## src/rtl/x4xx_pps_sync_ctrl.sv

```systemverilog
// Control-clock sequencer for the PPS / LMK-sync datapath: captures a PPS config on start,
// runs the pll_sync_trigger/pll_sync_done handshake with timeout, then enables RC PPS.
module x4xx_pps_sync_ctrl #(
  parameter int unsigned SETTLE_CYCLES  = 16,
  parameter int unsigned TIMEOUT_CYCLES = 100_000_000
) (
  input  logic        ctrl_clk,
  input  logic        ctrl_rst,
  input  logic        start,
  input  logic        abort,
  input  logic [1:0]  cfg_pps_select,
  input  logic [7:0]  cfg_sync_delay,
  input  logic [7:0]  cfg_brc_delay,
  input  logic [25:0] cfg_prc_delay,
  input  logic [1:0]  cfg_rc_divider,
  input  logic        pll_sync_done,
  output logic [1:0]  pps_select,
  output logic [7:0]  pll_sync_delay,
  output logic [7:0]  pps_brc_delay,
  output logic [25:0] pps_prc_delay,
  output logic [1:0]  prc_rc_divider,
  output logic        pll_sync_trigger,
  output logic        pps_rc_enabled,
  output logic        busy,
  output logic        seq_done,
  output logic        timeout_err,
  output logic [2:0]  state_dbg
);

  localparam int unsigned SettleW = (SETTLE_CYCLES > 1) ? $clog2(SETTLE_CYCLES) : 1;
  localparam logic [SettleW-1:0] SettleLast  = SettleW'(SETTLE_CYCLES - 1);
  localparam logic [26:0]        TimeoutLast = 27'(TIMEOUT_CYCLES - 1);

  typedef enum logic [2:0] {
    StIdle    = 3'd0,
    StSetup   = 3'd1,
    StTrigger = 3'd2,
    StRelease = 3'd3,
    StEnable  = 3'd4
  } state_e;

  state_e               state_q, state_d;
  logic [SettleW-1:0]   settle_q, settle_d;
  logic [26:0]          tmo_q, tmo_d;
  logic                 trig_q, trig_d;
  logic                 rc_en_q, rc_en_d;
  logic                 seq_done_q, seq_done_d;
  logic                 tmo_err_q, tmo_err_d;
  logic                 cfg_load;
  logic                 tmo_hit;

  assign tmo_hit = (tmo_q == TimeoutLast);

  always_comb begin
    state_d    = state_q;
    settle_d   = settle_q;
    tmo_d      = tmo_q;
    trig_d     = trig_q;
    rc_en_d    = rc_en_q;
    seq_done_d = seq_done_q;
    tmo_err_d  = tmo_err_q;
    cfg_load   = 1'b0;

    case (state_q)
      StIdle: begin
        if (start && !abort) begin
          cfg_load   = 1'b1;
          rc_en_d    = 1'b0;
          seq_done_d = 1'b0;
          tmo_err_d  = 1'b0;
          settle_d   = '0;
          tmo_d      = '0;
          state_d    = StSetup;
        end
      end
      StSetup: begin
        if (!pll_sync_done && settle_q == SettleLast) begin
          trig_d  = 1'b1;
          tmo_d   = '0;
          state_d = StTrigger;
        end else begin
          // A stale done stalls the settle count but the timeout keeps running.
          if (!pll_sync_done) settle_d = settle_q + SettleW'(1);
          if (tmo_hit) begin
            trig_d    = 1'b0;
            rc_en_d   = 1'b0;
            tmo_err_d = 1'b1;
            state_d   = StIdle;
          end else begin
            tmo_d = tmo_q + 27'd1;
          end
        end
      end
      StTrigger: begin
        if (pll_sync_done) begin
          trig_d  = 1'b0;
          tmo_d   = '0;
          state_d = StRelease;
        end else if (tmo_hit) begin
          trig_d    = 1'b0;
          rc_en_d   = 1'b0;
          tmo_err_d = 1'b1;
          state_d   = StIdle;
        end else begin
          tmo_d = tmo_q + 27'd1;
        end
      end
      StRelease: begin
        if (!pll_sync_done) begin
          settle_d = '0;
          state_d  = StEnable;
        end else if (tmo_hit) begin
          trig_d    = 1'b0;
          rc_en_d   = 1'b0;
          tmo_err_d = 1'b1;
          state_d   = StIdle;
        end else begin
          tmo_d = tmo_q + 27'd1;
        end
      end
      StEnable: begin
        if (settle_q == SettleLast) begin
          rc_en_d    = 1'b1;
          seq_done_d = 1'b1;
          state_d    = StIdle;
        end else begin
          settle_d = settle_q + SettleW'(1);
        end
      end
      default: state_d = StIdle;
    endcase

    // Abort overrides everything else; sticky flags are left untouched.
    if (abort && state_q != StIdle) begin
      state_d    = StIdle;
      trig_d     = 1'b0;
      rc_en_d    = 1'b0;
      seq_done_d = seq_done_q;
      tmo_err_d  = tmo_err_q;
    end
  end

  always_ff @(posedge ctrl_clk) begin
    if (ctrl_rst) begin
      state_q    <= StIdle;
      settle_q   <= '0;
      tmo_q      <= '0;
      trig_q     <= 1'b0;
      rc_en_q    <= 1'b0;
      seq_done_q <= 1'b0;
      tmo_err_q  <= 1'b0;
    end else begin
      state_q    <= state_d;
      settle_q   <= settle_d;
      tmo_q      <= tmo_d;
      trig_q     <= trig_d;
      rc_en_q    <= rc_en_d;
      seq_done_q <= seq_done_d;
      tmo_err_q  <= tmo_err_d;
    end
  end

  always_ff @(posedge ctrl_clk) begin
    if (ctrl_rst) begin
      pps_select     <= '0;
      pll_sync_delay <= '0;
      pps_brc_delay  <= '0;
      pps_prc_delay  <= '0;
      prc_rc_divider <= '0;
    end else if (cfg_load) begin
      pps_select     <= cfg_pps_select;
      pll_sync_delay <= cfg_sync_delay;
      pps_brc_delay  <= cfg_brc_delay;
      pps_prc_delay  <= cfg_prc_delay;
      prc_rc_divider <= cfg_rc_divider;
    end
  end

  assign pll_sync_trigger = trig_q;
  assign pps_rc_enabled   = rc_en_q;
  assign seq_done         = seq_done_q;
  assign timeout_err      = tmo_err_q;
  assign busy             = (state_q != StIdle);
  assign state_dbg        = state_q;

endmodule

```

## config.mk

```make
export PLATFORM = sky130hd
export DESIGN_NAME = x4xx_pps_sync_ctrl
export DESIGN_NICKNAME = d
export VERILOG_FILES = /design/src/rtl/x4xx_pps_sync_ctrl.sv
export SDC_FILE = /design/constraint.sdc
export NUM_CORES = 1
export LEC_CHECK = 0
export BUFFER_PORTS_ARGS = -buffer_cell sky130_fd_sc_hd__buf_2
export CAP_MARGIN = 20
export CORE_ASPECT_RATIO = 0.5
export CORE_UTILIZATION = 52
export CTS_CLUSTER_SIZE = 40
export DETAILED_ROUTE_END_ITERATION = 6
export PLACE_DENSITY_LB_ADDON = 0.12
export RECOVER_POWER = 25
export SETUP_SLACK_MARGIN = 0.3
export SYNTH_ARGS = -nofsm -noshare
export SYNTH_HDL_FRONTEND = slang
export SYNTH_SLANG_ARGS = --single-unit
```

## constraint.sdc

```tcl
create_clock -name ctrl_clk -period 2.85 [get_ports ctrl_clk]
set_input_delay 0.285 -clock ctrl_clk [delete_from_list [all_inputs] [get_ports ctrl_clk]]
set_output_delay 0.285 -clock ctrl_clk [all_outputs]
set_load 0.05 [all_outputs]
```

# [Yosys cells after proc, flatten, opt, wreduce, memory -nomap -nowiden]
# Index checks and enable logic that the tools add are counted.
[word_totals] wordCells=88 inputBits=51 output_inout_bits=54 register_bits=84
[classes] reduce_logical=20 eq_ne=14 bitwise_logic=1 n_mux=39 add_sub_neg=2
[ops] op="two-way mux 27 bit" n=5
[ops] op="case mux 27 bit (4 select lines)" n=1
[ops] op="adder 27 x 1 -> 27 bit, second input constant" n=1
[ops] op="== test 27 bit, second input constant" n=1
[ops] op="two-way mux 4 bit" n=5
[ops] op="two-way mux 3 bit" n=6
[ops] op="AND reduction 6 bit" n=3
[ops] op="two-way mux 1 bit" n=16
[ops] op="!= test 2 bit, second input constant" n=8
[ops] op="case mux 4 bit (4 select lines)" n=1
[ops] op="case mux 3 bit (5 select lines)" n=1
[ops] op="nonzero test 4 bit" n=2
[ops] op="== test 3 x 2 -> 1 bit, second input constant" n=2
[ops] op="nonzero test 3 bit" n=2
[ops] op="case mux 1 bit (5 select lines)" n=1
[ops] op="nonzero test 5 bit" n=1
[ops] op="adder 4 x 1 -> 4 bit, second input constant" n=1
[ops] op="== test 4 bit, second input constant" n=1
[ops] op="case mux 1 bit (4 select lines)" n=1
[ops] op="AND reduction 2 bit" n=2
[ops] op="AND reduction 4 bit" n=1
[ops] op="== test 3 x 1 -> 1 bit, second input constant" n=1
[ops] op="== test 3 bit, second input constant" n=1
[ops] op="logical AND 1 bit" n=3
[ops] op="other kinds (8)" n=9

# [Depth between registers and ports, before layout]
[depth] ltp_word=4 mapped_depth=9 ltp_nobuf=6

# [Worst setup path before layout]
# Ideal clock, no wire load.
[synth_timing] path_type="reg-to-reg" from="reg state_q[1], in the netlist state_dbg[1]" to="reg tmo_q[5]" setup_time_ns=0.062 path_slack_ns=0.676 arrival_time_ns=2.112 required_ns=2.788 stages_incl_launch_ff=7 path_buffers=1 path_cell_list="dfxtp_1 -> and2b_1 -> nor2_1 -> or4_1 -> buf_2 -> or4_1 -> nand3_1"
[synth_between] elab_chain_len=3
[synth_rtl] item="start, declared" line_no="42" source="state_e state_q, state_d;"
[synth_rtl] item="start signal, assigned" line_no="145" source="state_q <= StIdle;"
[synth_rtl] item="start signal, assigned" line_no="153" source="state_q <= state_d;"
[synth_rtl] item="== test 3 x 2 -> 1 bit (tied with other cells)" line_no="64" source="case (state_q)"
[synth_rtl] item="nonzero test 4 bit (no source line) / != test 2 bit (equally long branches)"
[synth_rtl] item="AND reduction 3 bit (no source line)"
[synth_rtl] item="end signal, assigned" line_no="155" source="tmo_q <= tmo_d;"
[synth_rtl] item="end, declared" line_no="44" source="logic [26:0] tmo_q, tmo_d;"
# Several ways; a longest one is shown, not always the timed one.
# A chain may end at the register's enable or synchronous reset.

# [Worst setup path after layout]
[layout_timing] from="reg settle_q[0]" to="reg tmo_q[5]"
[layout_between] elab_chain_len=4
[layout_rtl] item="start, declared" line_no="43" source="logic [SettleW-1:0] settle_q, settle_d;"
[layout_rtl] item="start signal, assigned" line_no="154" source="settle_q <= settle_d;"
[layout_rtl] item="== test 4 bit" line_no="77" source="if (!pll_sync_done && settle_q == SettleLast) begin"
[layout_rtl] item="logical AND 1 bit" line_no="77"
[layout_rtl] item="two-way mux 27 bit" line_no="77"
[layout_rtl] item="case mux 27 bit (4 select lines)" line_no="64"
# No other way between the ends.

==> results.ini <==
[sta]
skew_ns = 0.00526
worst_slack_ns = 0.491
grt_setup_unrepaired = false
finalHoldViolCount = 0
fin_setup_tns_ns = 0
hold_ws_ns = 0.178
final-setup-viol-count = 0
slew_headroom_pct = 47.9
period_share_pct = 82.8
max_freq_mhz = 424
maxSlewViolCount = 0
worst_pin_slew_ns = 0.775
final.min_clock_period_ns = 2.36

[logic_synthesis]
netlist_area_um2 = 3840
ys.flop_type = dfxtp_1
postSynthAreaPerCell_um2 = 8.18
synth_cell_types = 70
synth-edff-count = 0
seq_area_frac_synth_pct = 43.7
synth_warnings = 0
ys_ff_latch = 84
synthArstFlopShare_pct = 0
synth_nets = 523
synthCells = 470

[route]
drtPass1Iterations = 6
wl_per_cell_um = 14.2
totalWireLength_um = 9340
num_vias = 3678
drtAntennaViolNets = 0
drt_first_iter_violations = 274
via_per_inst = 5.58
drc_errors = 0

[floorplanning]
coreArea_um2 = 6910
die-area_um2 = 7760
start_util_pct = 55.6
die_y_um = 62.8
boundaryPins = 105
rows = 21
die_w_um = 124

[setup_path]
crit_slowest_cell = or4_1
path_class = reg -> reg
worstPathRequired_ns = 3.13
critPathMaxStageDelay_ns = 0.63
crit_chain = ha_1 > a31oi_4 > nor2_1 > or4_1 > buf_4 > or4_1 > nand3_1
startpoint_type = flop
cp_data_arrival_time_ns = 2.64
cp_common_cell = or4_1
cp-end-kind = flop
cp_max_fo = 7
r2r-start = settle_q[0]$_SDFFE_PP0P_
critPathLaunch = settle_q[0]$_SDFFE_PP0P_

[clock_tree]
postCtsHoldBufs = 0
cts_sinks = 84
cts_setup_buffers = 0
cts_tree = yes
htree_levels = 3
ctsRootBufferMaster = clkbuf_16
cts_resized = 0
cts.path.max_buffers = 2
clkTransAtPathRegs_ns = 0.06
clock_latency_ns = 0.34
cts_buffers = 9

[placement]
gp_congestion = 0.837
preCtsSetupSlack_ns = 0.521
hpwl_um = 6360
io_buffers = 104

[global_route]
grt_pass1_wl_um = 16000
antenna_found_initial = 0
grt_usage_pct = 26.1
gr-total-overflow = 0
grt_pass1_vias = 3384
grt_max_degree = 61

[power_and_ir_drop]
power.leakage_nw = 1.79
ir_drop_mv = 0.431
p_per_area_nw_per_um2 = 588

[finish]
layout_commonest_cell = nand2_1
fin_nets = 615
drive_gt1_share_pct = 20.1
area_growth_pct = 20.1
mostFrequentLayoutCells = nand2_1 (108), dfxtp_1 (84), buf_2 (70)
num_antenna_cells = 0
regArea_um2 = 1680
multi_input_area_um2 = 1980
nFillCells = 622

[outcome]
outcome = finished, final reports clean

[hold_path]
hold_start = cfg_brc_delay[7]
hold_class = in -> reg

[job]
cap_viol_max_count = 0

-- per-layer routing --
metal	GRT usage, %	part of all wire, %	vias up
met3	9.58	7.1	8
met5	0	0	-
met2	42.6	47	114
li1	-	-	1864
met4	7.98	0.82	0
met1	31.8	45	1692
-- report_power, final --
part | internal [mW] | switching [mW]
logic | 0.0898 | 0.250
clock network | 0.682 | 0.461
registers | 1.21 | 0.0223
total | 1.98 | 0.733
-- metrics by stage --
stage / power (mW) / util [%] / instance area, um2 / std cells
5_1_grt: 2.82 / 66.8 / 4620 / 659
4_1_cts: 2.75 / 67.5 / 4660 / 659
6_report: 2.72 / 66.8 / 4620 / 659
3_5_place_dp: 1.60 / 63.2 / 4370 / 643
3_3_place_gp: 1.60 / 63.2 / 4370 / 643
2_1_floorplan: 1.50 / - / 3840 / 470
-- synthesized netlist by cell type, types with 3 or more instances --
library cell	number	area share [%]
a21boi_0	3	0.59
o21ai_1	3	0.39
o211ai_1	4	0.78
nand2b_1	5	0.81
nor3_1	5	0.65
nand2_1	108	11
or4_1	4	0.78
dfxtp_1	84	44
o311ai_0	3	0.68
a21o_1	6	1.2
o31ai_1	6	1.2
o21a_1	3	0.59
inv_1	6	0.59
or3_1	6	0.98
clkbuf_1	16	1.6
o21ai_0	8	1.0
nand4_1	6	0.98
nor2_1	15	1.5
nor4_1	4	0.65
nand3_1	20	2.6
buf_2	7	0.91
and2_1	4	0.65
a21oi_1	66	8.6
a31oi_1	11	1.8
and3_1	8	1.3
-- critical path, delay by kind of cell, from the launching register on --
kind	cells	cell delay (ns)
AO/OA/AOI/OAI	1	0.21
adder cells (fa/ha/maj)	1	0.26
buffers and inverters	1	0.22
flip-flops	1	0.33
AND/OR/NAND/NOR	4	1.29
-- flip-flops by register name, summed over array words and instances (netlist names) --
name,count
tmo_q,27
pps_prc_delay,26
pll_sync_delay,8
pps_brc_delay,8
settle_q,4
state_dbg,3
pps_select,2
prc_rc_divider,2
pll_sync_trigger,1
pps_rc_enabled,1
seq_done,1
timeout_err,1
-- path summary, 6_finish.rpt --
path / endpoint / slack, ns / cells after the start
hold / removal: pps_brc_delay[7]$_SDFFE_PP0P_ / 0.18 / 3
setup / recovery: tmo_q[5]$_SDFFE_PP0P_ / 0.49 / 7
hold reg to reg: pll_sync_delay[3]$_SDFFE_PP0P_ / 0.45 / 2
setup reg to reg: tmo_q[5]$_SDFFE_PP0P_ / 0.49 / 7
-- logic make-up after synthesis --
logic type               share of synthesized area (%)
flip-flops                                        43.7
AND/OR/NAND/NOR                                   27.9
multiplexers                                     0.521
AO/OA/AOI/OAI                                     21.5
buffers and inverters                             5.04
XOR/XNOR                                         0.683
adder cells (fa/ha/maj)                          0.651
-- layout make-up --
class                      count  area share (%)
sequential                    84            36.4
multi-input combinational    350            42.8
inverter                       6           0.488
tap                           92            2.49
clock buffer                  11            5.04
timing repair buffer         111            11.5
clock inverter                 5            1.33
No activity file was read; power rests on OpenSTA's default activity.
